--- config.mk ---
export PLATFORM = sky130hd
export DESIGN_NAME = mem_bus_arbiter
export DESIGN_NICKNAME = d
export VERILOG_FILES = /design/src/rtl/mem_bus_arbiter.sv
export SDC_FILE = /design/constraint.sdc
export NUM_CORES = 1
export LEC_CHECK = 0
export ABC_AREA = 0
export ABC_CLOCK_PERIOD_IN_PS = 2340
export BUFFER_PORTS_ARGS = -buffer_cell sky130_fd_sc_hd__buf_4
export CORE_AREA = 2 2 203 205
export CTS_CLUSTER_DIAMETER = 100
export DETAILED_ROUTE_END_ITERATION = 7
export DIE_AREA = 0 0 205 207
export PLACE_DENSITY_LB_ADDON = 0.05
export SYNTH_ARGS = -nofsm -noshare
export SYNTH_HDL_FRONTEND = slang
export SYNTH_SLANG_ARGS = --single-unit
--- constraint.sdc ---
create_clock -name clk -period 2.34 [get_ports clk]
set_clock_uncertainty 0.1 [all_clocks]
set_input_delay 0.702 -clock clk [delete_from_list [all_inputs] [get_ports clk]]
set_output_delay 0.702 -clock clk [all_outputs]
set_load 0.03 [all_outputs]
--- src/rtl/mem_bus_arbiter.sv ---
// Two-master arbiter sharing one memory port between instruction fetch (ibus) and data (dbus).
// Data side wins ties; a streak counter hands the port to a waiting fetch after D_STREAK_MAX data grants.
module mem_bus_arbiter #(
    parameter int ADDR_W       = 64,
    parameter int DATA_W       = 64,
    parameter int D_STREAK_MAX = 4
) (
    input  logic                clk,
    input  logic                reset,

    input  logic                i_valid,
    input  logic [ADDR_W-1:0]   i_addr,
    output logic                i_addr_ok,
    output logic                i_data_ok,
    output logic [31:0]         i_data,

    input  logic                d_valid,
    input  logic [ADDR_W-1:0]   d_addr,
    input  logic [2:0]          d_size,
    input  logic [DATA_W/8-1:0] d_strobe,
    input  logic [DATA_W-1:0]   d_wdata,
    output logic                d_addr_ok,
    output logic                d_data_ok,
    output logic [DATA_W-1:0]   d_rdata,

    output logic                m_valid,
    output logic [ADDR_W-1:0]   m_addr,
    output logic [2:0]          m_size,
    output logic [DATA_W/8-1:0] m_strobe,
    output logic [DATA_W-1:0]   m_wdata,
    input  logic                m_addr_ok,
    input  logic                m_data_ok,
    input  logic [DATA_W-1:0]   m_rdata,

    output logic                owner_d,
    output logic [1:0]          dbg_state_o,
    output logic [3:0]          dbg_streak_o
);

    localparam int             SW         = DATA_W / 8;
    localparam logic [3:0]     STREAK_MAX = 4'(D_STREAK_MAX);

    typedef enum logic [1:0] {
        S_IDLE = 2'd0,
        S_REQ  = 2'd1,
        S_WAIT = 2'd2
    } state_e;

    state_e              state_q, state_d;
    logic                own_q, own_d;
    logic [3:0]          streak_q, streak_d;
    logic [ADDR_W-1:0]   addr_q, addr_d;
    logic [2:0]          size_q, size_d;
    logic [SW-1:0]       strobe_q, strobe_d;
    logic [DATA_W-1:0]   wdata_q, wdata_d;

    logic                streak_at_max;
    logic                take_d;
    logic                take_i;
    logic                addr_hit;
    logic                data_hit;

    // Arbitration is only evaluated in IDLE; the streak gate lets a waiting fetch through.
    always_comb begin
        streak_at_max = (streak_q == STREAK_MAX);
        take_d        = 1'b0;
        take_i        = 1'b0;
        if (state_q == S_IDLE) begin
            take_d = d_valid & ~(i_valid & streak_at_max);
            take_i = i_valid & ~take_d;
        end
    end

    // FSM: state register
    always_ff @(posedge clk) begin
        if (reset) begin
            state_q <= S_IDLE;
        end else begin
            state_q <= state_d;
        end
    end

    // FSM: next state
    always_comb begin
        state_d = state_q;
        unique case (state_q)
            S_IDLE: begin
                if (take_d || take_i) begin
                    state_d = S_REQ;
                end
            end
            S_REQ: begin
                if (m_addr_ok) begin
                    state_d = m_data_ok ? S_IDLE : S_WAIT;
                end
            end
            S_WAIT: begin
                if (m_data_ok) begin
                    state_d = S_IDLE;
                end
            end
            default: state_d = S_IDLE;
        endcase
    end

    // FSM: outputs. Handshakes are suppressed while reset is high so nothing leaks out mid-reset.
    always_comb begin
        m_valid  = 1'b0;
        addr_hit = 1'b0;
        data_hit = 1'b0;
        if (!reset) begin
            unique case (state_q)
                S_REQ: begin
                    m_valid  = 1'b1;
                    addr_hit = m_addr_ok;
                    data_hit = m_addr_ok & m_data_ok;
                end
                S_WAIT: begin
                    data_hit = m_data_ok;
                end
                default: ;
            endcase
        end
        i_addr_ok = addr_hit & ~own_q;
        d_addr_ok = addr_hit &  own_q;
        i_data_ok = data_hit & ~own_q;
        d_data_ok = data_hit &  own_q;
    end

    // Request latch, owner and streak change only on a grant.
    always_comb begin
        own_d    = own_q;
        streak_d = streak_q;
        addr_d   = addr_q;
        size_d   = size_q;
        strobe_d = strobe_q;
        wdata_d  = wdata_q;
        if (take_d) begin
            own_d    = 1'b1;
            addr_d   = d_addr;
            size_d   = d_size;
            strobe_d = d_strobe;
            wdata_d  = d_wdata;
            if (!i_valid) begin
                streak_d = 4'd0;
            end else if (!streak_at_max) begin
                streak_d = streak_q + 4'd1;
            end
        end else if (take_i) begin
            own_d    = 1'b0;
            addr_d   = i_addr;
            size_d   = 3'd2;
            strobe_d = '0;
            wdata_d  = '0;
            streak_d = 4'd0;
        end
    end

    always_ff @(posedge clk) begin
        if (reset) begin
            own_q    <= 1'b0;
            streak_q <= 4'd0;
            addr_q   <= '0;
            size_q   <= 3'd0;
            strobe_q <= '0;
            wdata_q  <= '0;
        end else begin
            own_q    <= own_d;
            streak_q <= streak_d;
            addr_q   <= addr_d;
            size_q   <= size_d;
            strobe_q <= strobe_d;
            wdata_q  <= wdata_d;
        end
    end

    assign m_addr   = addr_q;
    assign m_size   = size_q;
    assign m_strobe = strobe_q;
    assign m_wdata  = wdata_q;

    // Fetch lane follows the latched address, not the live i_addr.
    assign i_data   = addr_q[2] ? m_rdata[63:32] : m_rdata[31:0];
    assign d_rdata  = m_rdata;

    assign owner_d      = own_q;
    assign dbg_state_o  = state_q;
    assign dbg_streak_o = streak_q;

    a_streak_bound: assert property (@(posedge clk) disable iff (reset)
        streak_q <= STREAK_MAX);

    a_latch_stable: assert property (@(posedge clk) disable iff (reset)
        (state_q != S_IDLE) |=> ($stable(addr_q) && $stable(strobe_q) && $stable(own_q)));

endmodule

==> out/qor.csv <==
metric,value,unit
htree_num_levels,4,
drtAntennaViolNets,0,
area_growth_syn_to_layout,71.6,%
tightestPinTransition,0.551,ns
crit_slowest_cell,sky130_fd_sc_hd__dfxtp_4,
cp_max_fo,4,
drt_first_pass_iters,4,
timing.final.crit_share,102,%
peakVddDrop,0.468,mV
grt_start_max_net_pins,81,
yosysWarnings,0,
critical_path_buf_inv_count,2,
final_layout_size_suffix_gt1_share,55.1,%
hp-start,m_addr[38]$_SDFFE_PP0P_,
cts_sinks,146,
timing.final.max_slew_violations,0,
aggregate_global_routing_overflow,0,
io_pins,520,
setup_tns,-0.0566,ns
endpoint_of_the_lowest_slack_register_to_register_path,m_wdata[18]$_SDFFE_PP0P_,
synth_fp_nets,1000,
layout.nets,1431,
power.static_leakage,0.00558,uW
tritoncts.num_buffers,17,
drc,0,
routed_wl,35100,um
crit_path_cell_trace,inv_4 -> ha_4 -> nand2_4 -> nor4b_4 -> buf_6,
area_of_the_mapped_netlist,7130,um2
route.detailed.wl_per_inst,20.7,um
number_of_antenna_violations_at_the_first_check_in_global_routing,1,
period_minus_slack,2.38,ns
arrival,1.58,ns
worstSetupEndpoint,d_data_ok,
drv.max_cap_violation_count,0,
critPathLaunchType,flop,
drc_marker_count_from_the_first_detailed_route_iteration,349,
cts_tree,yes,
n_fill_cell,4354,
synth_flop_cell,sky130_fd_sc_hd__dfxtp_1,
fin_hold_ws,0.367,ns
crit_path_capture_type,output pin,
failing_checks,negative setup slack,
r2r_setup_slack,0.24,ns
clockBufferDepth,2,
finalWeightedCongestion,0.806,
floorplan.die.height,207,um
clk_latency,0.43,ns
clk_pin_slew,0.07,ns
syn-instance-count,721,
grt_pass1_wl,49800,um
reg2regPathDepth,7,
critical_path.top_delay_family,flip-flops,
critical_path.startpoint,dbg_state_o[0]$_SDFFE_PP0P_,
outcome,"finished, violations left",
number_of_global_route_vias_before_repair,7522,
slew_headroom,63.2,%
synth_sequential_area_ratio,41.0,%
timing.rr.start,dbg_streak_o[0]$_SDFFE_PP0P_,
starting_density_of_the_core,17.7,%
place_ws,0.0508,ns
port_buffers,519,
synth_async_sr_flop_share,0,%
max_freq,420,MHz
critical_path_cell_count,5,
synth_cell_type_count,34,
global_route.usage.total,15.6,%
hold_path.class,reg2reg,
final-hold-violation-count,0,
cellPowerDensity,743,nW/um2
setup_violations,2,
place.detailed.hpwl,25500,um
cpPeakStageDelay,0.37,ns
floorplan.die.width,205,um
post_drt_via_cell_ratio,4.41,
floorplan.die_area,42400,um2
ctsRootBufferMaster,sky130_fd_sc_hd__clkbuf_16,
placeable_core_region,40400,um2
rsz_0062_raised_after_global_routing,true,
syn_avg_cell_area,9.89,um2
fp-row-count,74,
vias_post_dr,7481,
timing.final.ws_setup,-0.0408,ns
number_of_synthesized_flops_with_an_enable_pin,0,
final_core_utilization,30.3,%
number_of_buffers_inserted_by_hold_repair_at_cts,0,
critical_path_class,reg2out,
cp_data_required_time,1.54,ns
synth_register_bits,146,
[cell families (layout without fill, tap and decap cells)]
kind of cell / after synthesis / count (layout) / share of synthesized area (%)
AO/OA/AOI/OAI: 214 / 214 / 26.0
buffers and inverters: 151 / 595 / 13.2
AND/OR/NAND/NOR: 172 / 172 / 13.7
flip-flops: 146 / 146 / 41.0
adder cells (fa/ha/maj): 6 / 6 / 1.05
multiplexers: 32 / 32 / 5.05
other: 0 / 1 / 0
[placed cells by master, fill, tap and decap left out, drive strengths merged, types with 2 or more instances in the layout]
cell type,n
clkinv,8
buf,555
a21o,64
a32oi,74
o31ai,2
nand3,2
nand4,4
nor2b,5
clkbuf,22
nand3b,65
nor2,75
dfxtp,146
a32o,64
mux2,32
or4,2
nor3b,2
a31oi,2
nor3,2
ha,6
nand2,8
inv,8
a21oi,6
[per-stage QoR]
stage               area, um2  power, uW  instances
floorplan                7150       4890        721
global placement        11200       6230       1658
detailed placement      11200       6210       1658
CTS                     11900       9110       1693
global route            12200       9550       1698
finish                  12200       9090       1698
[sequential cells by signal (all words and copies together) (netlist names)]
register and count:
owner_d 1, m_strobe 8, m_size 3, dbg_streak_o 4
m_addr 64, dbg_state_o 2, m_wdata 64
[power by group]
part	switching [uW]	leakage, uW	internal (uW)
Clock	1230	0.000280	1510
Sequential	175	0.00120	2780
Combinational	1890	0.00409	1510
Total	3290	0.00558	5800
[cell usage after synthesis (4+ instances only)]
library cell / count / area (um2)
sky130_fd_sc_hd__a21o_1: 64 / 480
sky130_fd_sc_hd__a21oi_1: 6 / 30.0
sky130_fd_sc_hd__a32o_1: 64 / 641
sky130_fd_sc_hd__a32oi_1: 74 / 648
sky130_fd_sc_hd__buf_2: 36 / 180
sky130_fd_sc_hd__buf_4: 74 / 556
sky130_fd_sc_hd__buf_6: 7 / 78.8
sky130_fd_sc_hd__clkbuf_1: 27 / 101
sky130_fd_sc_hd__dfxtp_1: 146 / 2920
sky130_fd_sc_hd__ha_1: 6 / 75.1
sky130_fd_sc_hd__inv_1: 5 / 18.8
sky130_fd_sc_hd__mux2_2: 32 / 360
sky130_fd_sc_hd__nand2_1: 8 / 30.0
sky130_fd_sc_hd__nand3b_1: 65 / 488
sky130_fd_sc_hd__nand4_1: 4 / 25.0
sky130_fd_sc_hd__nor2_1: 74 / 278
sky130_fd_sc_hd__nor2b_1: 5 / 31.3
[area by class of cell]
cell class | count | area [um2] | share of cell area, %
repair buffers | 558 | 4540 | 37.1
multi-input cells | 424 | 3500 | 28.6
flip-flops and latches | 146 | 2930 | 24.0
well taps | 532 | 666 | 5.44
clock buffers | 19 | 443 | 3.62
clock inverters | 13 | 129 | 1.05
inverters | 5 | 23.8 | 0.194
diodes | 1 | 2.50 | 0.0204
[worst register-to-register path, cell delays in order, from the launching register on]
cell	delay (ns)
sky130_fd_sc_hd__dfxtp_1	0.35
sky130_fd_sc_hd__inv_1	0.09
sky130_fd_sc_hd__ha_1	0.22
sky130_fd_sc_hd__nand4b_4	0.39
sky130_fd_sc_hd__buf_12	0.33
sky130_fd_sc_hd__buf_12	0.22
sky130_fd_sc_hd__a32oi_1	0.22
sky130_fd_sc_hd__nor2_1	0.06
[worst min-delay path by stage]
stage / slack [ns] / to / depth (start not counted)
final: 0.37 / m_addr[38]$_SDFFE_PP0P_ / 1
after global placement: 0.35 / m_addr[61]$_SDFFE_PP0P_ / 1
after global routing: 0.36 / m_size[1]$_SDFFE_PP0P_ / 2
after floorplan: 0.51 / dbg_streak_o[1]$_SDFFE_PP0P_ / 2
after detailed placement: 0.36 / m_addr[38]$_SDFFE_PP0P_ / 1
after CTS: 0.34 / m_size[1]$_SDFFE_PP0P_ / 2
[per-layer routing]
layer	up-vias	part of all wire, %	GRT usage, %
met1	3637	41	18.5
met4	0	1.5	4.59
li1	3536	-	-
met5	-	0	0
met3	23	8.3	5.30
met2	285	49	26.5
[timing repair]
item,CTS,global route
pin swaps,3,2
gates resized for setup,24,72
cloned,0,3
setup endpoints to repair,36,29
setup buffers,3,1
Power figures use the tool's default switching activity.
